--- config.mk ---
export PLATFORM = sky130hd
export DESIGN_NAME = pwr_iso_seq
export DESIGN_NICKNAME = d
export VERILOG_FILES = /design/src/rtl/pwr_iso_seq.sv
export SDC_FILE = /design/constraint.sdc
export NUM_CORES = 1
export LEC_CHECK = 0
export ABC_AREA = 1
export ABC_CLOCK_PERIOD_IN_PS = 1400
export CORE_AREA = 2 2 39 41
export CTS_CLUSTER_SIZE = 24
export DETAILED_ROUTE_END_ITERATION = 8
export DIE_AREA = 0 0 41 43
export PLACE_DENSITY = 0.7
export SETUP_SLACK_MARGIN = 0.15
export SLEW_MARGIN = 25
export SYNTH_ARGS = -nofsm -noshare
export SYNTH_HDL_FRONTEND = slang
export SYNTH_SLANG_ARGS = --single-unit
--- constraint.sdc ---
create_clock -name clk -period 1.4 [get_ports clk]
set_clock_uncertainty 0.15 [all_clocks]
set_input_delay 0.21 -clock clk [delete_from_list [all_inputs] [get_ports clk]]
set_output_delay 0.21 -clock clk [all_outputs]
set_load 0.02 [all_outputs]
--- src/rtl/pwr_iso_seq.sv ---
// Power-domain isolation sequencer: clamps signals leaving a switchable
// domain, then removes power after an isolation hold time; on wake it
// restores power, waits for the supply ramp plus the isolation hold, and
// only then releases the clamps.
// Optional build macro PWR_ISO_SEQ_RET_EN adds SAVE/RESTORE states and the
// ret_save/ret_restore retention strobes.
module pwr_iso_seq #(
  parameter int              WIDTH      = 8,
  parameter logic [WIDTH-1:0] CLAMP_MASK = {WIDTH{1'b0}},
  parameter int              ISO_DLY    = 4,
  parameter int              PWR_DLY    = 8
) (
  input  logic             clk,
  input  logic             rst_n,
  input  logic             pd_req,
  input  logic [WIDTH-1:0] din,
  output logic [WIDTH-1:0] dout,
  output logic             iso_en,
  output logic             pwr_en,
  output logic             pd_ack
`ifdef PWR_ISO_SEQ_RET_EN
  ,
  output logic             ret_save,
  output logic             ret_restore
`endif
);

  // Counter must hold PWR_DLY+ISO_DLY-1; the extra bit keeps headroom.
  localparam int               CNT_W    = $clog2(PWR_DLY + ISO_DLY) + 1;
  localparam logic [CNT_W-1:0] ISO_LOAD = CNT_W'(ISO_DLY - 1);
  localparam logic [CNT_W-1:0] UP_LOAD  = CNT_W'(PWR_DLY + ISO_DLY - 1);
  localparam logic [CNT_W-1:0] CNT_ONE  = CNT_W'(1);

`ifdef PWR_ISO_SEQ_RET_EN
  typedef enum logic [2:0] {
    RUN     = 3'd0,
    ISO_ON  = 3'd1,
    PWR_OFF = 3'd2,
    PWR_UP  = 3'd3,
    SAVE    = 3'd4,
    RESTORE = 3'd5
  } state_e;
`else
  typedef enum logic [1:0] {
    RUN     = 2'd0,
    ISO_ON  = 2'd1,
    PWR_OFF = 2'd2,
    PWR_UP  = 2'd3
  } state_e;
`endif

  state_e           state_q, state_d;
  logic [CNT_W-1:0] cnt_q, cnt_d;

  // State and delay counter registers with synchronous active-low reset.
  always_ff @(posedge clk) begin
    if (!rst_n) begin
      state_q <= RUN;
      cnt_q   <= '0;
    end else begin
      state_q <= state_d;
      cnt_q   <= cnt_d;
    end
  end

  // Next-state logic; the counter only ever counts down to zero and holds.
  always_comb begin
    state_d = state_q;
    cnt_d   = cnt_q;
    case (state_q)
      RUN: begin
        if (pd_req) begin
          state_d = ISO_ON;
          cnt_d   = ISO_LOAD;
        end
      end
      ISO_ON: begin
        if (!pd_req) begin
          state_d = RUN;
          cnt_d   = '0;
        end else if (cnt_q == '0) begin
`ifdef PWR_ISO_SEQ_RET_EN
          state_d = SAVE;
`else
          state_d = PWR_OFF;
`endif
        end else begin
          cnt_d = cnt_q - CNT_ONE;
        end
      end
`ifdef PWR_ISO_SEQ_RET_EN
      SAVE: begin
        state_d = PWR_OFF;
      end
`endif
      PWR_OFF: begin
        if (!pd_req) begin
          state_d = PWR_UP;
          cnt_d   = UP_LOAD;
        end
      end
      PWR_UP: begin
        if (cnt_q == '0) begin
`ifdef PWR_ISO_SEQ_RET_EN
          state_d = RESTORE;
`else
          state_d = RUN;
`endif
        end else begin
          cnt_d = cnt_q - CNT_ONE;
        end
      end
`ifdef PWR_ISO_SEQ_RET_EN
      RESTORE: begin
        state_d = RUN;
      end
`endif
      default: begin
        state_d = RUN;
        cnt_d   = '0;
      end
    endcase
  end

  // Control outputs decoded purely from the state register so they are
  // glitch-free, and isolation covers every state in which power is off.
  always_comb begin
    iso_en = (state_q != RUN);
    pwr_en = (state_q != PWR_OFF);
    pd_ack = (state_q == PWR_OFF) || (state_q == PWR_UP);
`ifdef PWR_ISO_SEQ_RET_EN
    pd_ack      = pd_ack || (state_q == RESTORE);
    ret_save    = (state_q == SAVE);
    ret_restore = (state_q == RESTORE);
`endif
  end

  // Clamp cells: each channel forced to its CLAMP_MASK bit while isolated.
  always_comb begin
    dout = iso_en ? CLAMP_MASK : din;
  end

endmodule

* Word level (Yosys, flattened, before mapping) *
Index checks and enable logic that the tools add are counted.

word-level totals
  register bits after elaboration = 7
  bits of input ports = 11
  output and inout bits = 11
  logic and storage cells = 29

operators by class
  $add $sub $neg = 1
  eq/ne operators = 8
  muxes and demuxes = 12
  reductions and logical operators = 6

operators by type and width
  kind                                               number
  two-way mux 5 bit                                  4
  case mux 5 bit (4 select lines)                    1
  two-way mux 2 bit                                  5
  two-way mux 8 bit                                  1
  inequality test 2 bit (second input constant)      4
  case mux 2 bit (4 select lines)                    1
  zero test 5 bit                                    1
  subtractor 5 x 1 -> 5 bit (second input constant)  1
  == test 2 bit (second input constant)              2
  AND reduction 4 bit                                1
  inequality test 3 bit (second input constant)      1
  == test 2 x 1 -> 1 bit (second input constant)     1
  zero test 2 bit                                    1
  AND reduction 2 bit                                1
  nonzero test 2 bit                                 1
  logical OR 1 bit                                   1

* Longest topological paths before layout *
  depth after elaboration = 4
  gate-level depth with buffers = 7
  depth with buffers taken out = 7

* Worst setup path before layout *
No wires, ideal clock.

  path kind = register -> output
  start point = register (tool-made name)
  end point = output dout[0]
  arrival = 1.129 ns
  data required time = 1.040 ns
  setup slack = -0.089 ns
  cell stages (with the launch flop) = 4
  path buffers = 0
  cell sequence = dfxtp_1 > nor2_1 > clkinv_1 > nor2_1

RTL lines
  item           RTL line  text
  end, declared  17        output logic [WIDTH-1:0] dout,

* Final worst setup path *
  start point = register state_q[0]
  end point = output dout[6]

between the ends
  cells in the longest elaborated chain, start to end = 2

ends and longest elaborated chain
  item                    RTL line  text
  start, declared         52        state_e state_q, state_d;
  start signal, assigned  61        state_q <= state_d;
  nonzero test 2 bit      128       iso_en = (state_q != RUN);
  two-way mux 8 bit       140       dout = iso_en ? CLAMP_MASK : din;

No other way between the ends.

==> results <==
[what timing repair did]
| action | in CTS | in global routing |
|---|---|---|
| cloned | 1 | 0 |
| gates resized for setup | 79 | 23 |
| pin swaps | 7 | 5 |
| endpoints found under the setup margin | 16 | 18 |
| setup buffers | 5 | 7 |
| hold buffers | 0 | 0 |
[critical path, delay by kind of cell, from the launching register on]
family / cells / cell delay (ps)
AND/OR/NAND/NOR: 2 / 300
buffers and inverters: 2 / 260
flip-flops: 1 / 330
[placed cells by master, fill, tap and decap left out, types with 4 or more instances in the layout]
cell type | Yosys | routed
buf_6 | 0 | 14
buf_4 | 0 | 13
inv_1 | 15 | 12
nor2_4 | 0 | 10
clkdlybuf4s50_1 | 0 | 9
nand2_1 | 12 | 8
nor2_1 | 15 | 5
nand2_2 | 2 | 4
a21oi_1 | 8 | 4
[worst max path at each step]
stage / startpoint / end / slack (ps)
3_3_place_gp: din[7] / dout[7] / -380
3_5_place_dp: din[7] / dout[7] / -400
2_1_floorplan: cnt_q[0] / cnt_q[0] / 140
4_1_cts: state_q[0] / dout[6] / -110
5_1_grt: state_q[0] / dout[5] / -160
6_report: state_q[0] / dout[6] / -110
[metrics by stage]
step | utilization | setup WS (ps) | TNS (ps) | cells
2_1_floorplan | - | 145 | 0 | 77
3_3_place_gp | 0.568 | -378 | -3520 | 117
3_5_place_dp | 0.568 | -396 | -3710 | 117
4_1_cts | 0.660 | -109 | -724 | 127
5_1_grt | 0.760 | -165 | -1430 | 134
6_report | 0.760 | -106 | -762 | 134
[where the power goes]
part	total (W)	switching, W	internal (W)
clock	0.000194	0.0000848	0.000109
combinational	0.000842	0.000442	0.000400
sequential	0.000262	0.0000283	0.000233
total	0.00130	0.000556	0.000743
[synth_stat cells]
cell type | number | area share
o21ai_0 | 3 | 0.034
nand2_2 | 2 | 0.028
nand3_1 | 5 | 0.056
nand2_1 | 12 | 0.10
clkinv_1 | 1 | 0.0084
dfxtp_1 | 7 | 0.31
a21oi_1 | 8 | 0.089
nor2_1 | 15 | 0.13
clkbuf_1 | 1 | 0.0084
inv_2 | 2 | 0.017
xor2_1 | 1 | 0.020
inv_1 | 15 | 0.13
nor3_1 | 3 | 0.034
ha_1 | 1 | 0.028
nand4_1 | 1 | 0.014
[cell type report]
class                      instances  area [um^2]
clock buffer                       4         26.3
sequential                         7          148
timing repair buffer              37          358
timing repair inverter             1         8.76
fill                             105          332
inverter                          18         77.6
tap                               16         20.0
multi-input combinational         51          414
[logic make-up after synthesis]
group / Yosys count
simple gates: 38
buf+inv: 19
compound gates: 11
flops: 7
xor+xnor: 1
fa+ha+maj: 1
[routing by layer]
metal  vias up  share of wire
met5         -              0
met4         0          0.022
met3         5          0.050
met2        27           0.56
met1       296           0.37
li1        320              -
==> summary.txt <==
Outcome
  • Run status: complete, but fails checks
  • Failing checks: setup timing

Detailed routing
  • Drt initial violations: 4
  • Count of TritonRoute iterations in the first routing pass: 4
  • Post-route ant nets: 0
  • Vias per cell: a little under 5
  • Number of remaining DRC errors: 0
  • DR vias: roughly 650
  • Routed len/inst: between 10 and 15 um
  • Overall routed net length: 1620 um

Power
  • Post-layout total power: 0.00130 W
  • Leakage: between 0.4 and 0.5 nW
  • Maximum vdd ir drop: 0.745 mV
  • PwrDens: between 1000 and 1500 nW/um^2

STA
  • RSZ-0062 raised after global routing: yes
  • Worst hold slack after final layout: 275 ps
  • Post-layout min period: 1510 ps
  • Maximum operating frequency: around 660 MHz
  • Total of endpoints with negative setup slack in the final report: 11
  • Max-slew violation count: 0
  • Normalized max-slew margin: 0.829
  • Slew of the pin with the lowest slew margin: around 260 ps
  • Final worst setup slack: -106 ps
  • Number of hold violations in the final report: 0
  • Share of the clock period used by the worst path after layout: 1.08

Placement
  • Number of buffers inserted by port buffering: 21
  • Dpl hpwl: around 970 um
  • Global placement routability congestion: roughly 0.77
  • Post-DP Area: just under 800 um^2

Clock network
  • Clk Tree Root Cell: clkbuf_4
  • Clock Latency Late Sink: 260 ps
  • Post-CTS clock slew at the launch and capture registers of the worst setup and hold paths: about 60 ps
  • Total clock buffers created by CTS: 3
  • H-tree depth: 1
  • Worst-case clock buffer depth: 2
  • Clock sink total: 7
  • Clock tree from TritonCTS: done

Yosys
  • Yosys cell types: 15
  • Share of the synthesized area in compound gates (AO/OA/AOI/OAI): 0.123
  • Mapped Area: 448 um^2
  • Sequential fraction of the synthesis area: 0.313
  • XOR/XNOR Fraction of Synth Area: 0.0196
  • Area fraction in and, or, nand and nor cells after synthesis: 0.358
  • Synth warn: 0
  • Number of flip-flops and latches in the synthesized netlist: 7
  • Combinational family with the most area after synthesis: simple AND/OR/NAND/NOR gates
  • Post-synth net total: just under 90
  • Post-synthesis mux area share: 0
  • Synthesized netlist cell count: 77
  • Average footprint of a synthesized cell: between 5 and 6 um^2
  • Adder-cell share of the synthesized area: 0.0279

Run
  • Number of max-cap violations: 0

GRT
  • Met3 Use GR: 0.0524
  • Met1 Resource Use GR: 0.199
  • Vias in the first global route: 585
  • Gr busiest metal: met2
  • Total congestion overflow after global routing: 0
  • Overall fraction of global-route tracks in use: 0.188
  • Wire length of the first global-routing pass: between 2000 and 2500 um
  • Global Route met2 Usage: 0.313
  • Pin count of the biggest net entering global routing: 7
  • Number of antenna violations at the first check in global routing: 0

Worst setup path
  • Required time of the worst setup path: ~1000 ps
  • Worst Path Class, Setup: reg2out
  • Category of the worst setup path launch point: flip-flop
  • CP max stage delay: 330 ps
  • Register-to-register setup slack: -10 ps
  • Type of element capturing the critical path: output pin
  • Number of cell instances on the worst register-to-register path: 9
  • Worst-path cell with the longest stage delay: dfxtp_2
  • Reg-to-Reg Start: state_q[0]
  • CP max FO: 5
  • Arrival time reported for the critical path endpoint: around 1200 ps
  • Critical Path Most Common Cell: nor2_4
  • Critical Path, Cell by Cell: nor2_4 > clkinv_4 > nor2_4 > buf_6
  • Destination of the worst register-to-register timing path: cnt_q[4]

Hold path
  • Hold Path Class: in2reg
  • Worst hold path cell count: 4
  • Startpoint of the lowest-slack hold path: pd_req
  • Worst Hold End: state_q[0]

Cells and area
  • Layout overhead on the synthesized area: 135%
  • Total inserted antenna cells: 0
  • Cell area after layout: about 1100 um^2
  • Share of cells above drive strength 1: 0.585
  • Nets: 131

Floorplanning
  • Total die area: around 1800 um^2
  • Die width: between 40 and 50 um
  • Standard-cell row count: 14
  • Vert. Die Dim: roughly 43 um
  • Initial cell density of the core: 0.324
  • Top Ports: 22
  • Floorplan core area: ~1400 um^2
Power figures use the tool's default switching activity.
